File: src/rtl/sar_search_controller.sv
// ----------------------------------------------------------------------------
// sar_search_controller
//
// Successive-approximation search engine. It drives a trial value into an
// external zero-latency magnitude comparator and resolves the target MSB
// first from the returned gt/eq/lt flags.
//
// Optional feature macro: SAR_EARLY_EXIT_EN
//   defined   : an eq probe ends the search at once (result = trial).
//   undefined : all WIDTH probes always run; eq only sets the sticky found.
//
// Ports
//   clk     in   rising-edge clock
//   rst_n   in   asynchronous active-low reset
//   start   in   request a new search (ignored while a search runs)
//   gt      in   comparator flag: trial >  target
//   eq      in   comparator flag: trial == target
//   lt      in   comparator flag: trial <  target
//   trial   out  [WIDTH] current probe value presented to the comparator
//   busy    out  high while the search runs
//   done    out  one-cycle pulse when the search completes
//   result  out  [WIDTH] resolved value, held until the next accepted start
//   found   out  an eq probe was observed during the last search
//   err     out  last search aborted on an invalid flag code
// ----------------------------------------------------------------------------
module sar_search_controller #(
    parameter int WIDTH = 8
) (
    input  logic             clk,
    input  logic             rst_n,
    input  logic             start,
    input  logic             gt,
    input  logic             eq,
    input  logic             lt,
    output logic [WIDTH-1:0] trial,
    output logic             busy,
    output logic             done,
    output logic [WIDTH-1:0] result,
    output logic             found,
    output logic             err
);

    localparam int IDX_W = (WIDTH > 2) ? $clog2(WIDTH) : 1;

    typedef enum logic [1:0] {
        IDLE = 2'd0,
        TEST = 2'd1,
        DONE = 2'd2
    } state_t;

    // True when exactly one of the three comparator flags is asserted.
    function automatic logic flags_onehot(input logic [2:0] f);
        logic ok;
        case (f)
            3'b100:  ok = 1'b1;
            3'b010:  ok = 1'b1;
            3'b001:  ok = 1'b1;
            default: ok = 1'b0;
        endcase
        return ok;
    endfunction

    state_t           state_r;
    logic [IDX_W-1:0] idx_r;

    logic             flags_ok_s;
    logic [IDX_W-1:0] idx_m1_s;
    logic [WIDTH-1:0] trial_upd_s;
    logic [WIDTH-1:0] trial_probe_s;

    // Resolve the current bit from the flags and form the next probe.
    // eq keeps the bit exactly like lt; only gt clears it.
    always_comb begin
        flags_ok_s    = flags_onehot({gt, eq, lt});
        idx_m1_s      = idx_r - IDX_W'(1);
        trial_upd_s   = trial;
        trial_probe_s = trial;
        if (gt) begin
            trial_upd_s[idx_r] = 1'b0;
        end else begin
            trial_upd_s[idx_r] = trial[idx_r];
        end
        trial_probe_s = trial_upd_s;
        if (idx_r != {IDX_W{1'b0}}) begin
            trial_probe_s[idx_m1_s] = 1'b1;
        end else begin
            trial_probe_s = trial_upd_s;
        end
    end

    // Search FSM with registered outputs.
    always_ff @(posedge clk or negedge rst_n) begin
        if (!rst_n) begin
            state_r <= IDLE;
            idx_r   <= IDX_W'(WIDTH - 1);
            trial   <= {WIDTH{1'b0}};
            result  <= {WIDTH{1'b0}};
            busy    <= 1'b0;
            done    <= 1'b0;
            found   <= 1'b0;
            err     <= 1'b0;
        end else begin
            case (state_r)
                IDLE, DONE: begin
                    done <= 1'b0;
                    if (start) begin
                        // First probe: MSB only.
                        trial   <= {1'b1, {(WIDTH-1){1'b0}}};
                        idx_r   <= IDX_W'(WIDTH - 1);
                        found   <= 1'b0;
                        err     <= 1'b0;
                        busy    <= 1'b1;
                        state_r <= TEST;
                    end else begin
                        trial   <= {WIDTH{1'b0}};
                        busy    <= 1'b0;
                        state_r <= IDLE;
                    end
                end
                TEST: begin
                    if (!flags_ok_s) begin
                        // Invalid flag code: abort with the trial as it stood.
                        err     <= 1'b1;
                        found   <= 1'b0;
                        result  <= trial;
                        busy    <= 1'b0;
                        done    <= 1'b1;
                        state_r <= DONE;
`ifdef SAR_EARLY_EXIT_EN
                    end else if (eq) begin
                        found   <= 1'b1;
                        result  <= trial;
                        busy    <= 1'b0;
                        done    <= 1'b1;
                        state_r <= DONE;
`endif
                    end else begin
                        if (eq) begin
                            found <= 1'b1;
                        end else begin
                            found <= found;
                        end
                        if (idx_r != {IDX_W{1'b0}}) begin
                            trial   <= trial_probe_s;
                            idx_r   <= idx_m1_s;
                            state_r <= TEST;
                        end else begin
                            trial   <= trial_upd_s;
                            result  <= trial_upd_s;
                            busy    <= 1'b0;
                            done    <= 1'b1;
                            state_r <= DONE;
                        end
                    end
                end
                default: begin
                    state_r <= IDLE;
                    trial   <= {WIDTH{1'b0}};
                    busy    <= 1'b0;
                    done    <= 1'b0;
                end
            endcase
        end
    end

endmodule

File: config.mk
export PLATFORM = sky130hd
export DESIGN_NAME = sar_search_controller
export DESIGN_NICKNAME = d
export VERILOG_FILES = /design/src/rtl/sar_search_controller.sv
export SDC_FILE = /design/constraint.sdc
export NUM_CORES = 1
export LEC_CHECK = 0
export ABC_CLOCK_PERIOD_IN_PS = 4290
export BUFFER_PORTS_ARGS = -buffer_cell sky130_fd_sc_hd__buf_2
export CORE_MARGIN = 4
export CORE_UTILIZATION = 25
export DETAILED_ROUTE_END_ITERATION = 8
export PLACE_DENSITY = 0.46
export REMOVE_ABC_BUFFERS = 1
export SYNTH_ARGS = -nofsm -noshare
export SYNTH_HDL_FRONTEND = slang
export SYNTH_SLANG_ARGS = --single-unit
File: constraint.sdc
create_clock -name clk -period 4.29 [get_ports clk]
set_input_delay 0.2145 -clock clk [delete_from_list [all_inputs] [get_ports clk]]
set_output_delay 0.2145 -clock clk [all_outputs]
set_load 0.02 [all_outputs]
* Word-level counts from Yosys, hierarchy flattened
Cells that the tools add are included.
** Cells by class
- Bitwise operators :: 3
- Magnitude comparators :: 4
- Equal/unequal tests :: 12
- Reduce and logical (&&, ||, !) cells :: 11
- Multiplexer cells :: 36
- Add/sub/neg operators :: 1
** Operators with widths (count)
- 2-to-1 mux 8 bit :: 6
- one-hot mux 8 bit (2 select lines) :: 1
- 2-to-1 mux 1 bit :: 15
- inequality test 2 bit (second input constant) :: 5
- 2-to-1 mux 3 bit :: 3
- bitwise AND 8 bit :: 1
- bitwise mux 8 bit :: 1
- < comparator 3 x 4 -> 1 bit (second input constant) :: 2
- inverter 8 bit :: 1
- bitwise OR 8 bit :: 1
- demux 1 bit (select 3 bit) :: 2
- greater-or-equal comparator 3 x 1 -> 1 bit (second input constant) :: 2
- inequality test 3 bit (second input constant) :: 2
- one-hot mux 1 bit (2 select lines) :: 3
- one-hot mux 3 bit (2 select lines) :: 1
- AND reduction 3 bit :: 2
- 2-to-1 mux 2 bit :: 2
- one-hot mux 2 bit (2 select lines) :: 1
- AND reduction 4 bit :: 1
- binary-select mux 1 bit (select 3 bit) :: 1
- equality test 3 x 1 -> 1 bit (second input constant) :: 1
- equality test 3 x 2 -> 1 bit (second input constant) :: 1
- equality test 3 bit (second input constant) :: 1
- nonzero test 3 bit :: 1
- other kinds (9) :: 10
** Storage, ports and cells
- Flip-flop bits (word level) :: 25
- Logic and storage cells :: 75
- Input bits :: 6
- Output and inout port bits :: 20

* Depth between registers and ports, before layout
- Word-level depth :: 11
- Gate-level depth with buffers :: 7
- Mapped depth without buffers :: 6

* Worst setup path before layout
OpenSTA, ideal clock, no wires.
- Path type :: register -> register
- Start point :: reg idx_r[0]
- End point :: reg result[2]
- Slack :: 2.229 ns
- Arrival time :: 1.936 ns
- Clock period less this slack :: 2.061 ns
- Buffers on the path :: 1
- Cell stages (with the launch flop) :: 8
- Library setup time :: 0.125 ns
- Data required time :: 4.165 ns
- Path through :: dfstp_2 buf_2 clkinv_1 ha_1 nand2b_1 o211ai_1 nand2_2 mux2_2
** On the way
- Longest elaborated chain between the ends :: 9
- Elaborated cells between the ends (all ways) :: 16
- Classes of those cells :: order compare: 2; eq/ne: 1; mux: 8; bitwise: 2; reduce/logical: 3
** RTL lines
- from (decl) :: RTL line 64 : logic [IDX_W-1:0] idx_r;
- from (signal assigned) :: RTL line 95 : idx_r <= IDX_W'(WIDTH - 1);
- from (signal assigned) :: RTL line 109 : idx_r <= IDX_W'(WIDTH - 1);
- from (signal assigned) :: RTL line 145 : idx_r <= idx_m1_s;
- < comparator 3 x 4 -> 1 bit (not written as such) / greater-or-equal comparator 3 x 1 -> 1 bit (equally long branches) :: RTL line 79, 81
- logical AND 1 bit (not written as such) :: RTL line 79, 81
- 2-to-1 mux 1 bit (not written as such) :: RTL line 79, 81
- demux 1 bit (select 3 bit) :: RTL line 79, 81
- inverter 8 bit (no line)
- bitwise AND 8 bit (no line)
- 2-to-1 mux 8 bit :: RTL line 78 : if (gt) begin
- 2-to-1 mux 8 bit :: RTL line 143 : if (idx_r != {IDX_W{1'b0}}) begin
- 2-to-1 mux 8 bit :: RTL line 121 : if (!flags_ok_s) begin
- to (signal assigned) :: RTL line 97 : result <= {WIDTH{1'b0}};
- to (signal assigned) :: RTL line 125 : result <= trial;
- to (signal assigned) :: RTL line 149 : result <= trial_upd_s;
- to (decl) :: RTL line 38 : output logic [WIDTH-1:0] result,
Parallel ways exist; a longest one is shown, timed or not. The select of a mux whose other input is x is not followed.
A chain may end at the register's enable or synchronous reset.

* Worst setup path after layout
- Start point :: reg idx_r[0]
- End point :: reg result[7]
The elaborated chain is that of the path after synthesis.

==> flow_summary.yaml <==
final_layout:
  drive_above_1_share_pct: 32.1
  finish.instance_area_um2: 1660
  instances_no_fill: 234
  final_net_count: 171
  diodes: 0
  areaGrowthSynthToFinish_pct: 15.7
critical_path:
  slowest_stage: "dfstp_2"
  startpoint_type: "register"
  crit_chain: "clkinv_1 -> ha_1 -> nand2b_1 -> o211ai_1 -> nand2_2 -> mux2_2"
  slowest_delay_ps: 740
  cp.arrival_ps: 2660
  end_kind: "register"
  required_ps: 4450
  cp_max_fo: 18
  critical_path_class: "register to register"
clocking:
  cts_resized: 0
  cts_sinks: 25
  cts_made_buffers: 3
  clk_latency_ps: 270
  cts_setup_buffers: 0
  clk_pin_slew_ps: 90
  clock-root-buffer: "clkbuf_8"
  h-tree-depth: 1
  cts_max_path_buffers: 2
  cts_tree: "yes"
detailed_routing:
  drcViolationCount: 0
  antenna_left: 0
  drt_first_pass_iters: 4
  avgRoutedWirePerCell_um: 15.8
  drt_wl_total_mm: 3.69
  first_iter_violations: 101
  viasPerCell: 5.14
  vias: 1203
synthesis:
  synth_top_area_share_pct: 38.4
  synth_edf_count: 0
  synth_fa_ha_area_share_pct: 1.75
  yosysUniqueCellTypes: 44
  synth_top_area_cell: "dfrtp_1"
  syn-cell-area_um2: 1430
  synth-simple-area-share_pct: 12.6
  async_reset_ff_share_pct: 100
  muxShareOfSynthArea_pct: 10.9
  synth-compound-area-share_pct: 25.0
  synthTopCellsByArea: "dfrtp_1, mux2_2, dfstp_2"
  ys.flop_type: "dfrtp_1"
  synth.avg_cell_area_um2: 10.2
  ys_seq_area_share_pct: 43.9
  synth_top_family_by_area: "compound AO/OA/AOI/OAI gates"
  ys_ff_latch: 25
  synthXorXnorAreaFrac_pct: 1.13
  yosys_warnings: 0
  synthCells: 141
timing:
  fin_tns_setup_ps: 0
  timing_hold_violations_final: 0
  maxSlewHeadroom_pct: 28.3
  tightest_slew_ps: 1070
  skew_ps: 1.46
  period_share_pct: 58.4
  drv_slew: 0
  setup_violations: 0
  hold_ws_ps: 338
  rsz0062_at_grt: "false"
  fmax_ghz: 0.399
  period_needed_ps: 2500
floorplan:
  die_y_um: 83.7
  die-area_um2: 7010
  initial_utilization_pct: 25.9
  coreArea_um2: 5540
  rows: 27
  fp.dieW_um: 83.7
  io_pins: 26
power:
  ir_drop_v: 0.000204
  leakagePower_nw: 0.745
  power_mw: 0.945
  power_density_nw_per_um2: 569
placed_design:
  hpwl_mm: 2.63
  gp_congestion: 0.877
  port_buffers: 25
  dpl-instance-area_um2: 1600
  dp.cells: 229
grt:
  grt_max_degree: 26
  antenna_found_initial: 0
  grt_pass1_wl_mm: 6.24
  grt_pass1_vias: 1194
  grt_overflow_total: 0
  track_usage_pct: 10.8
worst_hold_path:
  min_path_type: "input pin to register"
run:
  drv_cap: 0
status:
  status: "finished clean"
repair_timing:
| action | 4_1_cts | 5_1_grt |
|---|---|---|
| endpoints found under the hold margin | 22 | 0 |
| hold buffers | 1 | 0 |
| setup endpoints to repair | 0 | 0 |
registers in the layout, summed over array words and instances, names as in the netlist:
register / count
result: 8
trial: 8
idx_r: 3
state_r: 2
busy: 1
done: 1
err: 1
found: 1
layout make-up:
cell class | count | area (um^2)
Inverter | 6 | 22.5
Sequential cell | 25 | 629
Tap cell | 72 | 90.1
Multi-Input combinational cell | 101 | 737
Timing Repair Buffer | 26 | 135
Fill cell | 599 | 3880
Clock buffer | 4 | 45.0
layout by cell type, fill, tap and decap left out, types with 3 or more instances in the layout:
cell      count
nand3_1       5
nor2b_1       4
nand2_1       3
clkbuf_8      3
o211ai_1      4
nor2_1       11
dfstp_2       3
mux2_2       11
o21ai_0       7
a31oi_1       8
buf_2        25
a21oi_1       8
o31a_1        3
a211oi_1      3
dfrtp_1      22
inv_1         5
power by group:
group	switching, mW	internal (mW)
combinational	0.257	0.159
sequential	0.0824	0.306
clock	0.0730	0.0664
total	0.413	0.532
per-layer routing:
layer / global-route usage [%] / wire, um
met1: 15.6 / 1780
met2: 16.5 / 1670
met3: 1.97 / 203
met4: 2.92 / 32
met5: 0 / 0
cells by family after synthesis:
kind of cell,after synthesis
AOI/OAI and AO/OA,50
and+or+nand+nor,35
DFF,25
buffers and inverters,15
muxes,13
adders and majority gates,2
xor gates and xnor gates,1
critical path: cells and delay by family, from the launching register on:
family	cells	cell delay [ps]
buffers and inverters	1	350
AOI/OAI and AO/OA	1	230
and+or+nand+nor	2	370
muxes	1	370
DFF	1	740
adders and majority gates	1	330
worst paths after layout:
kind / cells past startpoint / start / endpoint / slack [ps]
worst max-delay path: 6 / idx_r[0]$_DFFE_PN1P_ / result[7]$_DFFE_PN0P_ / 1790
worst min-delay path: 3 / eq / found$_DFFE_PN0P_ / 340
worst max register to register: 6 / idx_r[0]$_DFFE_PN1P_ / result[7]$_DFFE_PN0P_ / 1790
worst min register to register: 1 / busy$_DFFE_PN0N_ / busy$_DFFE_PN0N_ / 480
max in group asynchronous: 2 / rst_n / result[1]$_DFFE_PN0P_ / 3440
min in group asynchronous: 2 / rst_n / result[5]$_DFFE_PN0P_ / 470
per-stage QoR:
| stage | worst slack (ps) | utilization, % |
|---|---|---|
| 2_1_floorplan | 2190 | - |
| 3_3_place_gp | 1950 | 29.0 |
| 3_5_place_dp | 1820 | 29.0 |
| 4_1_cts | 1820 | 29.9 |
| 5_1_grt | 1650 | 29.9 |
| 6_report | 1790 | 29.9 |
synth_stat cells, types with 2 or more instances:
library cell and instances:
inv_1 5, a211oi_1 3, nor3b_1 2, nor2b_1 4
o31a_1 3, nand2b_1 2, ha_1 2, dfrtp_1 22
a31oi_1 8, a211o_1 2, mux2_2 11, nand2_1 3
dfstp_2 3, nor2_1 11, or2_2 2, o21ai_0 7
o2bb2ai_1 2, a21oi_1 8, nand4_1 2, a311oi_1 2
nand3_1 5, clkbuf_1 5, buf_2 3, o211ai_1 4
Note: power is estimated with default switching activity, not from simulation.
